--- src/rtl/mult_div_unit.sv ---
// Iterative signed MULT/DIV unit with HI/LO result registers.
// Ports: clk, reset_n, start, op, operand_a/b in; busy, done, div_zero, hi, lo out.
module mult_div_unit #(
  parameter int WIDTH  = 32,
  parameter int ITER_W = 6
) (
  input  logic             clk,
  input  logic             reset_n,
  input  logic             start,
  input  logic             op,
  input  logic [WIDTH-1:0] operand_a,
  input  logic [WIDTH-1:0] operand_b,
  output logic             busy,
  output logic             done,
  output logic             div_zero,
  output logic [WIDTH-1:0] hi,
  output logic [WIDTH-1:0] lo
);

  localparam logic [1:0] S_IDLE = 2'd0;
  localparam logic [1:0] S_MULT = 2'd1;
  localparam logic [1:0] S_DIV  = 2'd2;
  localparam logic [1:0] S_FIN  = 2'd3;

  localparam logic [ITER_W-1:0] LAST = ITER_W'(WIDTH - 1);

  logic [1:0]         state;
  logic [ITER_W-1:0]  cnt;
  logic [2*WIDTH-1:0] p;
  logic [WIDTH-1:0]   m;
  logic               neg_q;
  logic               neg_r;
  logic               is_div;
  logic               dz;

  logic [WIDTH-1:0]   mag_a;
  logic [WIDTH-1:0]   mag_b;
  logic [WIDTH:0]     add;
  logic [WIDTH:0]     trial;
  logic [WIDTH+1:0]   diff;
  logic               ge;
  logic [2*WIDTH-1:0] prod;
  logic [WIDTH-1:0]   quo;
  logic [WIDTH-1:0]   rem;

  always_comb begin
    mag_a = operand_a[WIDTH-1] ? (~operand_a + 1'b1) : operand_a;
    mag_b = operand_b[WIDTH-1] ? (~operand_b + 1'b1) : operand_b;
    // Shift-add: p[63:32] accumulates, p[31:0] holds remaining multiplier bits.
    add   = {1'b0, p[2*WIDTH-1:WIDTH]}
          + (p[0] ? {1'b0, m} : '0);
    // Restoring divide: p[63:32] is partial remainder, p[31:0] dividend/quotient.
    trial = {p[2*WIDTH-1:WIDTH], p[WIDTH-1]};
    diff  = {1'b0, trial} - {2'b00, m};
    ge    = ~diff[WIDTH+1];
    prod  = neg_q ? (~p + 1'b1) : p;
    quo   = neg_q ? (~p[WIDTH-1:0] + 1'b1) : p[WIDTH-1:0];
    rem   = neg_r ? (~p[2*WIDTH-1:WIDTH] + 1'b1)
                  : p[2*WIDTH-1:WIDTH];
  end

  always_ff @(posedge clk or negedge reset_n) begin
    if (!reset_n) begin
      state    <= S_IDLE;
      cnt      <= '0;
      p        <= '0;
      m        <= '0;
      neg_q    <= 1'b0;
      neg_r    <= 1'b0;
      is_div   <= 1'b0;
      dz       <= 1'b0;
      done     <= 1'b0;
      div_zero <= 1'b0;
      hi       <= '0;
      lo       <= '0;
    end else begin
      done <= 1'b0;
      case (state)
        S_IDLE: begin
          if (start) begin
            neg_q    <= operand_a[WIDTH-1] ^ operand_b[WIDTH-1];
            neg_r    <= operand_a[WIDTH-1];
            is_div   <= op;
            div_zero <= 1'b0;
            cnt      <= '0;
            dz       <= op && (operand_b == '0);
            if (op) begin
              m <= mag_b;
              p <= {{WIDTH{1'b0}}, mag_a};
            end else begin
              m <= mag_a;
              p <= {{WIDTH{1'b0}}, mag_b};
            end
            if (!op)
              state <= S_MULT;
            else if (operand_b == '0)
              state <= S_FIN;
            else
              state <= S_DIV;
          end
        end
        S_MULT: begin
          p   <= {add, p[WIDTH-1:1]};
          cnt <= cnt + 1'b1;
          if (cnt == LAST)
            state <= S_FIN;
        end
        S_DIV: begin
          if (ge)
            p <= {diff[WIDTH-1:0], p[WIDTH-2:0], 1'b1};
          else
            p <= {trial[WIDTH-1:0], p[WIDTH-2:0], 1'b0};
          cnt <= cnt + 1'b1;
          if (cnt == LAST)
            state <= S_FIN;
        end
        S_FIN: begin
          if (dz) begin
            div_zero <= 1'b1;
          end else if (is_div) begin
            hi <= rem;
            lo <= quo;
          end else begin
            hi <= prod[2*WIDTH-1:WIDTH];
            lo <= prod[WIDTH-1:0];
          end
          done  <= 1'b1;
          state <= S_IDLE;
        end
        default: state <= S_IDLE;
      endcase
    end
  end

  assign busy = (state != S_IDLE);

endmodule

--- config.mk ---
export PLATFORM = sky130hd
export DESIGN_NAME = mult_div_unit
export DESIGN_NICKNAME = d
export VERILOG_FILES = /design/src/rtl/mult_div_unit.sv
export SDC_FILE = /design/constraint.sdc
export NUM_CORES = 1
export LEC_CHECK = 0
export CAP_MARGIN = 20
export CORE_ASPECT_RATIO = 0.9
export CORE_MARGIN = 10
export CORE_UTILIZATION = 60
export CTS_CLUSTER_SIZE = 20
export DETAILED_ROUTE_END_ITERATION = 10
export DONT_BUFFER_PORTS = 1
export MAX_ROUTING_LAYER = met4
export PLACE_DENSITY = 0.84
export SYNTH_ARGS = -nofsm -noshare
export SYNTH_HDL_FRONTEND = slang
export SYNTH_SLANG_ARGS = --single-unit
--- constraint.sdc ---
create_clock -name clk -period 4.3 [get_ports clk]
set_input_delay 0.215 -clock clk [delete_from_list [all_inputs] [get_ports clk]]
set_output_delay 0.215 -clock clk [all_outputs]
set_load 0.02 [all_outputs]
## Word-level counts from Yosys, hierarchy flattened

Cells that the tools add are included.

- $add $sub $neg: 8
- Equal/unequal tests: 7
- Mux-type cells: 24
- Bitwise operators: 7
- Reductions and logical operators: 14

Operators with widths:

| operator | count |
|---|---|
| $mux W32 | 9 |
| $mux W64 | 3 |
| $pmux W64 S3 | 1 |
| $add A32 B1 Y32 const B | 4 |
| $not A32 Y32 | 4 |
| $add A64 B1 Y64 const B | 1 |
| $not A64 Y64 | 1 |
| $sub A33 B32 Y34 | 1 |
| $add A32 B32 Y33 | 1 |
| $logic_not A32 Y1 | 1 |
| $pmux W6 S2 | 1 |
| $reduce_and A2 Y1 | 5 |
| $add A6 B1 Y6 const B | 1 |
| $eq A6 B5 Y1 const B | 1 |
| $mux W2 | 3 |
| $mux W6 | 1 |
| $pmux W2 S3 | 1 |
| $reduce_bool A2 Y1 | 3 |
| $eq A2 B2 Y1 const B | 2 |
| $mux W1 | 4 |
| $ne A2 B2 Y1 const B | 2 |
| $reduce_and A3 Y1 | 1 |
| $reduce_bool A3 Y1 | 1 |
| $eq A2 B1 Y1 const B | 1 |
| other kinds (7) | 7 |

- Flip-flop bits (word level): 174
- Bits of input ports: 68
- Output and inout bits: 67
- Logic and storage cells: 72

## Logic depth before layout (Yosys ltp)

- Depth after elaboration: 6
- Mapped depth: 14
- Depth with buffers taken out: 13

## Worst setup path before layout

Ideal clock, no wire load.

- Path type: register to register
- From: reg p[0]
- To: reg p[55]
- Arrival time: 2.872 ns
- Data required time: 4.166 ns
- Setup slack: 1.294 ns
- Stages on the path, launching flop included: 14
- Path buffers: 1
- Cells stage by stage: dfrtp_1 inv_1 clkbuf_1 nor2_1 ha_1 nor2b_1 o31a_1 o22ai_1 o2111a_1 nor2_1 a31o_2 or2_2 a32oi_1 o21ai_0

- Word-level cells in the longest chain between the ends: 3

RTL lines:

| element | RTL line | source |
|---|---|---|
| start: declaration | 29 | `logic [2*WIDTH-1:0] p;` |
| start signal: assignment | 89 | `p <= {{WIDTH{1'b0}}, mag_a};` |
| start signal: assignment | 92 | `p <= {{WIDTH{1'b0}}, mag_b};` |
| start signal: assignment | 103 | `p <= {add, p[WIDTH-1:1]};` |
| $mux W32 | 51 | `+ (p[0] ? {1'b0, m} : '0);` |
| $add A32 B32 Y33 | 51 |  |
| $pmux W64 S3 | 78 | `case (state)` |

Every way passes these cells.
A chain may end at the register's enable or synchronous reset.

## Worst setup path in the final report

- From: reg p[47]
- To: reg p[46]

- Word-level cells in the longest chain between the ends: 3
- Elaborated cells on any way between the ends: 4
- Those cells by class: 2 x add/sub; 2 x mux

RTL lines:

| element | RTL line | source |
|---|---|---|
| $sub A33 B32 Y34 | 54 | `diff = {1'b0, trial} - {2'b00, m};` |
| $mux W64 | 109 | `if (ge)` |
| $pmux W64 S3 (*) | 78 |  |

Every way passes the cells marked *; elsewhere a longest branch is shown, timed or not.

==> run metrics <==
Slew Viols, Final 0; fill cell count 2018; DRT iter0 DRCs 1745; FF+latch area between 4000 and 5000 um^2; WHS roughly 0.0020 ns; worst path bufs/invs 1; remaining antenna violation count after routing 0; First-pass DRT Iterations 6; share of layout cells above drive strength 1 5.278%; initial antenna violation count 0; Synth Area per Inst ~7.8 um^2; distinct cell type count after synthesis 80; setup tns final 0 ns; register bit total from synthesis around 170; core area around 23000 um^2; hpwl dp approximately 35000 um; clk sinks 174; clock buffer depth 2; # IOs 135; EDFF count, synth 0; register area share after synthesis around 30%; first-pass GRT wire length about 72000 um; Min-Delay Path Class input pin to flop; Crit-path slowest cell a311oi_4; R2R cell count 11; # rows 53; critical-path cell list ha_1 -> a21oi_1 -> o21a_1 -> a2111oi_0 -> a311oi_1 -> nor2_1 -> a311oi_4 -> buf_4 -> nor2_1 -> a21oi_1 -> o221ai_1; Root Driver clkbuf_16; CP peak stage delay 0.71 ns; Hold Path Depth 2; RSZ-0062 raised after global routing no; Synth Warn # 0; Die Ht 166.9 um; grt ovf 0; Hold Crit Start start; PD cells 884.8 nW/um^2; Total GRT Usage ~30%; Worst Path Required 4.58 ns; Placer Congestion between 0.9 and 1; post-CTS setup buffers 0; Leak ~6.7 nW; status complete, no violations; maximum clock rate 0.2640 GHz; reg2reg end p[46]$_DFFE_PN0P_; Max Cap Violations 0; die area between 30000 and 40000 um^2; kind of critical path flop to flop; Synth async-reset ratio 100.0%; htree depth 4; Area Growth Syn to Fin 6.161%; commonest register cell after synthesis dfrtp_1; Clock Pin Slew Worst Setup and Hold Paths 0.08 ns; Worst VDD drop 0.0006419 V; CTS buffer count 17; Setup crit start kind flop; pin count of the biggest net entering global routing 175; slew margin rel. 28.48%; WHS Endpoint div_zero$_DFFE_PN0P_; fin crit share 88.09%; Worst Clk Skew 0.01693 ns; routed vias about 14000; data arrival time of the worst path 4.07 ns; DRC 0; fin area 15260 um^2; number of global-route vias before repair ~13000; wire per inst 21.90 um; post-route minimum period 3.788 ns; # nets final 1911; Critical R2R Launch p[47]$_DFFE_PN0P_; setup violators final 0; Slew @ Worst Pin 1.070 ns; Post-Syn Area 14380 um^2; critical-path maximum fanout 26; DP Area roughly 15000 um^2; fin util 65.02%; Via-to-Cell Ratio 6.644; WL final 45630 um; synthesized instance count 1832; Worst R2R Setup Slack 0.51 ns; Crit. End Element flop; Top Family by Delay on Critical Path compound AO/OA/AOI/OAI gates; Initial Util 61.25%; die width around 180 um; Syn Nets about 2000; TritonCTS clock tree done; area of the multi-input gates around 9400 um^2; final hold viol count 0; IO Port Bufs 0; n_diodes 0; Skew-Pair Late Insertion Delay 0.45 ns
-- report_power, final --
group	internal [mW]	switching (mW)
sequential	2.29	1.17
combinational	3.06	5.30
clock	0.821	0.859
-- synthesized netlist by cell type (4+ instances only) --
| cell | count | area share (%) |
|---|---|---|
| dfrtp_1 | 174 | 30 |
| nand2_1 | 251 | 6.6 |
| o21ai_1 | 11 | 0.38 |
| a41oi_1 | 5 | 0.30 |
| a221o_1 | 5 | 0.35 |
| and2_1 | 6 | 0.26 |
| a31oi_1 | 9 | 0.39 |
| nand2b_1 | 17 | 0.74 |
| a211oi_1 | 16 | 0.84 |
| inv_1 | 65 | 1.7 |
| xor2_1 | 87 | 5.3 |
| a22o_1 | 5 | 0.30 |
| nor3_1 | 30 | 1.0 |
| buf_2 | 6 | 0.21 |
| o21ai_0 | 199 | 6.9 |
| o221ai_1 | 33 | 2.0 |
| clkbuf_1 | 94 | 2.5 |
| and3_1 | 11 | 0.48 |
| nor2_1 | 157 | 4.1 |
| o21bai_1 | 6 | 0.31 |
| or4_1 | 14 | 0.73 |
| nor3b_1 | 6 | 0.31 |
| a22oi_1 | 40 | 2.1 |
| nand3b_1 | 4 | 0.21 |
| a21o_1 | 23 | 1.2 |
| ha_1 | 73 | 6.4 |
| o211ai_1 | 11 | 0.57 |
| nor2b_1 | 14 | 0.61 |
| xnor2_1 | 78 | 4.8 |
| nor4_1 | 13 | 0.57 |
| o41ai_2 | 4 | 0.45 |
| mux2i_1 | 22 | 1.5 |
| or3_1 | 24 | 1.0 |
| a21oi_1 | 142 | 4.9 |
| nand3_1 | 23 | 0.80 |
| o41ai_1 | 9 | 0.55 |
| o22ai_1 | 4 | 0.17 |
| a211o_1 | 4 | 0.24 |
| nand4_1 | 10 | 0.44 |
| o31ai_1 | 31 | 1.6 |
| a221oi_1 | 4 | 0.24 |
| buf_1 | 10 | 0.26 |
| o21a_1 | 14 | 0.73 |
| or2_2 | 8 | 0.35 |
-- state kept, by name (all words and copies together) (netlist names) --
name	count
dz	1
div_zero	1
state	2
p	64
is_div	1
neg_r	1
lo	32
done	1
cnt	6
m	32
neg_q	1
hi	32
-- layout by cell type (no fill, tap or decap), drive strengths merged, types with 6 or more instances in the layout --
master and instances:
inv 75, xor2 87, and2 6, mux2i 22, o221ai 33, a22oi 40, clkbuf 17, nand3 23
nand2b 18, or3 27, a21oi 142, nor3 30, o21bai 6, and3 11, o31ai 33, o211ai 12
o21ai 212, o41ai 13, nor2 159, a31oi 10, nand2 251, a211oi 16, ha 73, a21o 23
nand4 10, or2 10, nor3b 6, dfrtp 174, buf 23, nor4 15, xnor2 78, or4 17
o21a 14, nor2b 14
-- cell type report --
| cell class | count | share of cell area [%] |
|---|---|---|
| timing repair buffer | 27 | 1.656 |
| multi-input combinational | 1483 | 61.53 |
| tap | 302 | 2.476 |
| clock inverter | 15 | 1.426 |
| sequential | 174 | 28.53 |
| inverter | 65 | 1.598 |
| clock buffer | 17 | 2.787 |
-- cell families (layout without fill, tap and decap cells) --
group | count (synthesis) | after routing | share of synthesized area (%)
multiplexers | 24 | 24 | 1.688
XOR/XNOR | 165 | 165 | 10.05
AND/OR/NAND/NOR | 610 | 610 | 19.75
AO/OA/AOI/OAI | 609 | 609 | 26.98
flip-flops | 174 | 174 | 30.28
buffers and inverters | 175 | 124 | 4.621
adder cells (fa/ha/maj) | 75 | 75 | 6.631
-- through the flow --
step           power [mW]  setup slack [ns]  instances
2_1_floorplan       9.374             1.294       1832
3_3_place_gp        11.43            0.6782       2045
3_5_place_dp        11.56            0.6152       2045
4_1_cts             13.31            0.5939       2082
5_1_grt             14.47            0.2094       2083
6_report            13.51            0.5122       2083
-- worst max-delay path by stage --
stage,to,depth (start not counted),startpoint,slack (ns)
2_1_floorplan,p[55]$_DFFE_PN0P_,13,p[0]$_DFFE_PN0P_,1.29
3_3_place_gp,p[37]$_DFFE_PN0P_,11,p[47]$_DFFE_PN0P_,0.68
3_5_place_dp,p[46]$_DFFE_PN0P_,11,p[47]$_DFFE_PN0P_,0.62
4_1_cts,p[46]$_DFFE_PN0P_,11,p[47]$_DFFE_PN0P_,0.59
5_1_grt,p[46]$_DFFE_PN0P_,11,p[45]$_DFFE_PN0P_,0.21
6_report,p[46]$_DFFE_PN0P_,11,p[47]$_DFFE_PN0P_,0.51
-- timing repair --
action,CTS,global route
hold buffers,5,0
hold endpoints to repair,184,0
setup endpoints to repair,0,0
gates resized for setup,0,0
-- per-layer routing --
metal | routed length [um] | GRT usage, % | vias to the layer above
li1 | - | - | 6483
met1 | 18990 | 39.05 | 6563
met2 | 20220 | 44.44 | 698
met3 | 5061 | 7.092 | 95
met4 | 1351 | 10.04 | 0
met5 | 0 | - | -
Power figures use the tool's default switching activity.
